**config.mk**
```make
export PLATFORM = sky130hd
export DESIGN_NAME = fifo_wr_arbiter
export DESIGN_NICKNAME = d
export VERILOG_FILES = /design/src/rtl/fifo_wr_arbiter.sv
export SDC_FILE = /design/constraint.sdc
export NUM_CORES = 1
export LEC_CHECK = 0
export ABC_AREA = 1
export CAP_MARGIN = 15
export CORE_MARGIN = 2
export CORE_UTILIZATION = 43
export DETAILED_ROUTE_END_ITERATION = 10
export GPL_ROUTABILITY_DRIVEN = 0
export PLACE_DENSITY = 0.81
export SLEW_MARGIN = 25
export SYNTH_ARGS = -nofsm -noshare
export SYNTH_HDL_FRONTEND = slang
export SYNTH_SLANG_ARGS = --single-unit
```
**constraint.sdc**
```tcl
create_clock -name clk -period 2.6 [get_ports clk]
set_input_delay 0.26 -clock clk [delete_from_list [all_inputs] [get_ports clk]]
set_output_delay 0.26 -clock clk [all_outputs]
set_load 0.005 [all_outputs]
```
**src/rtl/fifo_wr_arbiter.sv**
```systemverilog
// Round-robin write arbiter and pointer/status controller for a shared fifomem array.
// Grants at most one requester per cycle; first-word-fall-through read side.
module fifo_wr_arbiter #(
    parameter int unsigned DATASIZE = 8,
    parameter int unsigned ADDRSIZE = 4,
    parameter int unsigned NREQ     = 4
) (
    input  logic                     clk,
    input  logic                     rst,
    input  logic [NREQ-1:0]          req,
    input  logic [NREQ*DATASIZE-1:0] req_data,
    output logic [NREQ-1:0]          gnt,
    input  logic                     rd_en,
    output logic                     wclken,
    output logic [ADDRSIZE-1:0]      waddr,
    output logic [DATASIZE-1:0]      wdata,
    output logic [ADDRSIZE-1:0]      raddr,
    output logic                     wfull,
    output logic                     full,
    output logic                     empty,
    output logic [ADDRSIZE:0]        count,
    output logic                     rd_err
);

    localparam int unsigned IW = (NREQ > 1) ? $clog2(NREQ) : 1;

    logic [ADDRSIZE:0] wptr;
    logic [ADDRSIZE:0] rptr;
    logic [IW-1:0]     last_gnt;
    logic [IW-1:0]     gnt_idx;
    logic [IW-1:0]     cand;
    logic              gnt_any;
    logic              rd_ok;

    // Flags derive only from registered pointers; the extra MSB separates full from empty.
    assign empty  = (wptr == rptr);
    assign full   = (wptr[ADDRSIZE] != rptr[ADDRSIZE]) &&
                    (wptr[ADDRSIZE-1:0] == rptr[ADDRSIZE-1:0]);
    assign count  = wptr - rptr;
    assign wfull  = full;
    assign waddr  = wptr[ADDRSIZE-1:0];
    assign raddr  = rptr[ADDRSIZE-1:0];
    assign wclken = gnt_any;
    assign rd_ok  = rd_en && !empty;

    // Search starts one past the last winner and wraps, so the last winner has lowest priority.
    always_comb begin
        gnt_any = 1'b0;
        gnt_idx = last_gnt;
        cand    = last_gnt;
        if (!full) begin
            for (int k = 1; k <= int'(NREQ); k++) begin
                cand = IW'((int'(last_gnt) + k) % int'(NREQ));
                if (!gnt_any && req[cand]) begin
                    gnt_any = 1'b1;
                    gnt_idx = cand;
                end
            end
        end
    end

    always_comb begin
        gnt   = '0;
        wdata = '0;
        if (gnt_any) begin
            gnt[gnt_idx] = 1'b1;
            wdata        = req_data[int'(gnt_idx)*int'(DATASIZE) +: DATASIZE];
        end
    end

    always_ff @(posedge clk or posedge rst) begin
        if (rst) begin
            wptr     <= '0;
            rptr     <= '0;
            last_gnt <= IW'(NREQ - 1);
            rd_err   <= 1'b0;
        end else begin
            if (gnt_any) begin
                wptr     <= wptr + (ADDRSIZE+1)'(1);
                last_gnt <= gnt_idx;
            end
            if (rd_ok) begin
                rptr <= rptr + (ADDRSIZE+1)'(1);
            end
            rd_err <= rd_en && empty;
        end
    end

endmodule
```
==> impl_metrics.py <==
metrics = {
    "outcome": {
        "result_of_the_run": "finished, violations left",
        "violated_checks": "negative setup slack",
    },
    "timing": {
        "timing.final.ws_setup_ns": -0.00820,
        "tightestPinTransition_ns": 0.499,
        "final_period_minus_worst_setup_slack_ns": 2.61,
        "maxClockFrequency_mhz": 383,
        "finalSetupTns_ns": -0.00820,
        "finalSetupViolCount": 1,
        "finClkSkew_ns": 0.00256,
        "timing.max_slew.rel_slack_pct": 66.7,
        "grt_setup_unrepaired": "yes",
        "finalHoldWorstSlack_ns": 0.347,
        "final_max_slew_viol_count": 0,
        "timing.final.crit_share_pct": 100,
        "hold_violations": 0,
    },
    "synthesis": {
        "synth_cell_type_count": 30,
        "netlist_instances": 235,
        "post_synth_main_area_contributors": "sky130_fd_sc_hd__nand2_1 (20%), sky130_fd_sc_hd__dfrtp_1 (17%), sky130_fd_sc_hd__nand3_1 (6.1%)",
        "synth_top_cell_by_area": "sky130_fd_sc_hd__nand2_1",
        "synthesis.nets": 281,
        "yosys.area_share.simple_pct": 46.8,
        "synth_seq_area_share_pct": 20.1,
        "yosys-mux-area-fraction_pct": 0,
        "synth_fa_ha_area_share_pct": 5.84,
        "synth_compound_area_share_pct": 5.53,
        "ys_ff_latch": 13,
        "synth_top_area_share_pct": 20.1,
        "synth_top_family_by_area": "simple AND/OR/NAND/NOR gates",
        "yosysWarningCount": 0,
        "synth_xor_xnor_area_share_pct": 6.92,
        "netlist_area_um2": 1630,
        "synthesis.area_per_instance_um2": 6.93,
    },
    "floorplan": {
        "floorplan.die_area_um2": 4290,
        "coreArea_um2": 3660,
        "die_x_um": 65.5,
        "die-height_um": 65.5,
        "start_util_pct": 44.5,
        "design.portCount": 69,
        "num_rows": 22,
    },
    "finish": {
        "n_fill_cell": 248,
        "multi_input_comb_area_um2": 1230,
        "drive_gt1_share_pct": 38.6,
        "ff_latch_area_um2": 328,
        "n_antenna_cell": 0,
        "area_growth_syn_to_layout_pct": 72.3,
        "final_nets": 389,
    },
    "routing": {
        "detailroute.via_count": 1874,
        "detail_route.wirelength_mm": 4.99,
        "final_antenna_net_count": 0,
        "wl_per_cell_um": 12.8,
        "drt_iter0_markers": 88,
        "routed_via_density": 4.81,
        "first_pass_iters": 4,
        "drc": 0,
    },
    "cts": {
        "cts_hold_buffers": 0,
        "ctsLongestPathBuffers": 2,
        "tritoncts": "built",
        "clkSlewWorstSetupHoldPaths_ns": 0.06,
        "worst_skew_pair.late_latency_ns": 0.24,
        "tritoncts_num_sinks": 13,
        "htreeDepth": 1,
        "clock_tree.root_cell": "sky130_fd_sc_hd__clkbuf_8",
        "cts_inserted_buffers": 3,
    },
    "worst_setup_path": {
        "critPathArrivalTime_ns": 2.35,
        "timing.critical_path.fanout_max": 8,
        "critPathMostFrequentCell": "sky130_fd_sc_hd__nand2_4",
        "timing.critical_path.slowest_cell_delay_ns": 0.56,
        "worst_path_dominant_cell_family": "simple AND/OR/NAND/NOR gates",
        "cell_count_along_the_critical_path": 11,
        "criticalPathCategory": "flip-flop to primary output",
        "end_kind": "primary output",
        "timing.critical_path.slowest_stage_cell": "sky130_fd_sc_hd__dfstp_2",
        "rr_startpoint": "last_gnt[0]$_DFFE_PP1P_",
        "timing.reg2reg.worst_path_depth": 12,
        "critPathBufInv": 4,
        "cp-start-kind": "flip-flop",
        "cp.required_ns": 2.34,
        "worst_r2r_endpoint": "wptr[4]$_DFFE_PP0P_",
        "cp_cell_sequence": "inv_2, nand2_1, nand2_4, nand2_4, nand2_4, nor2_4, nand4_1, nand2_4, buf_6, inv_4, clkdlybuf4s50_1",
        "setup.reg_to_reg.worst_slack_ns": 0.58,
    },
    "hold_path": {
        "min-delay-path-class": "input port to async pin",
    },
    "global_route": {
        "grt_max_degree": 14,
        "antenna_violations_before_repair": 0,
        "grt_pass1_wl_mm": 7.16,
        "grt_usage_pct": 20.9,
        "via_count_of_the_first_global_routing_pass": 1706,
        "total_gr_overflow": 0,
    },
    "run": {
        "drv_cap": 0,
    },
    "placed_design": {
        "hpwlAfterDp_mm": 3.35,
        "buffer_ports.inserted": 68,
    },
}
[state kept, by name, summed over array words and instances, names as in the netlist]
name / flops
rptr: 5
wptr: 5
last_gnt: 2
rd_err: 1
[through the flow]
step                setup slack, ns  cell area (µm²)  std cells  utilization, %
finish                     -0.00820             2810        390            76.6
CTS                         0.00213             2540        370            69.4
floorplan                     0.467             1630        235               -
global route                 -0.125             2810        390            76.6
detailed placement          -0.0837             2430        360            66.4
global placement            -0.0410             2430        360            66.4
[worst register-to-register path, cell delays in order, from the launching register on]
cell and delay, ns:
sky130_fd_sc_hd__dfstp_2 0.55, sky130_fd_sc_hd__buf_12 0.13, sky130_fd_sc_hd__nand2_1 0.11, sky130_fd_sc_hd__nand2_4 0.12, sky130_fd_sc_hd__nand2_4 0.07, sky130_fd_sc_hd__nand2_4 0.11, sky130_fd_sc_hd__nor2_4 0.07, sky130_fd_sc_hd__nand4_1 0.12
sky130_fd_sc_hd__nand2_4 0.09, sky130_fd_sc_hd__buf_6 0.13, sky130_fd_sc_hd__nor2_1 0.15, sky130_fd_sc_hd__nand3_1 0.13, sky130_fd_sc_hd__xnor2_1 0.15
[how the worst max path moves through the flow]
stage                                 start        to  slack, ns
floorplan               wptr[2]$_DFFE_PP0P_  wdata[2]       0.47
global placement                     req[2]  wdata[6]      -0.04
detailed placement                   req[2]  wdata[6]      -0.08
CTS                     wptr[0]$_DFFE_PP0P_  wdata[3]      0.002
global route        last_gnt[1]$_DFFE_PP1P_    wclken      -0.12
finish              last_gnt[1]$_DFFE_PP1P_    wclken     -0.008
[cell usage after synthesis]
master                    instances
sky130_fd_sc_hd__buf_6            5
sky130_fd_sc_hd__fa_1             1
sky130_fd_sc_hd__xor2_2           1
sky130_fd_sc_hd__nand2_4          5
sky130_fd_sc_hd__a21oi_2          6
sky130_fd_sc_hd__nand3_4          1
sky130_fd_sc_hd__nand3_1         20
sky130_fd_sc_hd__xnor2_1          5
sky130_fd_sc_hd__nand4_2          1
sky130_fd_sc_hd__inv_2            7
sky130_fd_sc_hd__xor2_1           6
sky130_fd_sc_hd__dfrtp_1         11
sky130_fd_sc_hd__o21ai_0          3
sky130_fd_sc_hd__a22oi_1          1
sky130_fd_sc_hd__nor2_2           1
sky130_fd_sc_hd__nand3_2          7
sky130_fd_sc_hd__nor2_4           5
sky130_fd_sc_hd__nand2_2          7
sky130_fd_sc_hd__inv_4            1
sky130_fd_sc_hd__buf_4            9
sky130_fd_sc_hd__nand2_1         87
sky130_fd_sc_hd__a21oi_1          3
sky130_fd_sc_hd__nor2_1           9
sky130_fd_sc_hd__inv_1           20
sky130_fd_sc_hd__dfstp_2          2
sky130_fd_sc_hd__nand2_8          1
sky130_fd_sc_hd__nor4_1           1
sky130_fd_sc_hd__nand4_1          2
sky130_fd_sc_hd__inv_6            1
sky130_fd_sc_hd__ha_1             6
[layer usage]
layer,routed length (µm),track usage (%)
met1,2010,25.3
met4,22,4.43
met5,0,0
met2,2570,37.8
met3,385,4.45
[placed cells by master, fill, tap and decap left out, drive strengths merged]
master and n:
a22oi 1, nor4 1, a21oi 9, nand4 3, buf 51, xnor2 5
dfstp 2, nand3 28, ha 6, fa 1, clkdlybuf4s50 56, nor2 15
inv 29, dfrtp 11, nand2 101, o21ai 3, xor2 7, clkbuf 13
[cells by family (layout without fill, tap and decap cells)]
kind of cell    after synthesis  count (layout)
fa+ha+maj                     7               7
compound gates               13              13
buf+inv                      43             149
flops                        13              13
simple gates                147             148
xor+xnor                     12              12
[repair_timing]
item                       4_1_cts  5_1_grt
gates cloned                     0        1
gates resized for setup         22       60
pin swaps                        2       22
setup endpoints to repair       13       13
buffers inserted                 6       19
[final cells by class]
| type | instances | area share [%] |
|---|---|---|
| Sequential cell | 13 | 11.7 |
| Inverter | 29 | 4.15 |
| Tap cell | 48 | 2.14 |
| Multi-Input combinational cell | 180 | 43.8 |
| Timing Repair Buffer | 116 | 36.7 |
| Clock buffer | 4 | 1.61 |
Power is not shown: default switching activity piles up to over one toggle a cycle in this logic, so the estimate is an artifact.
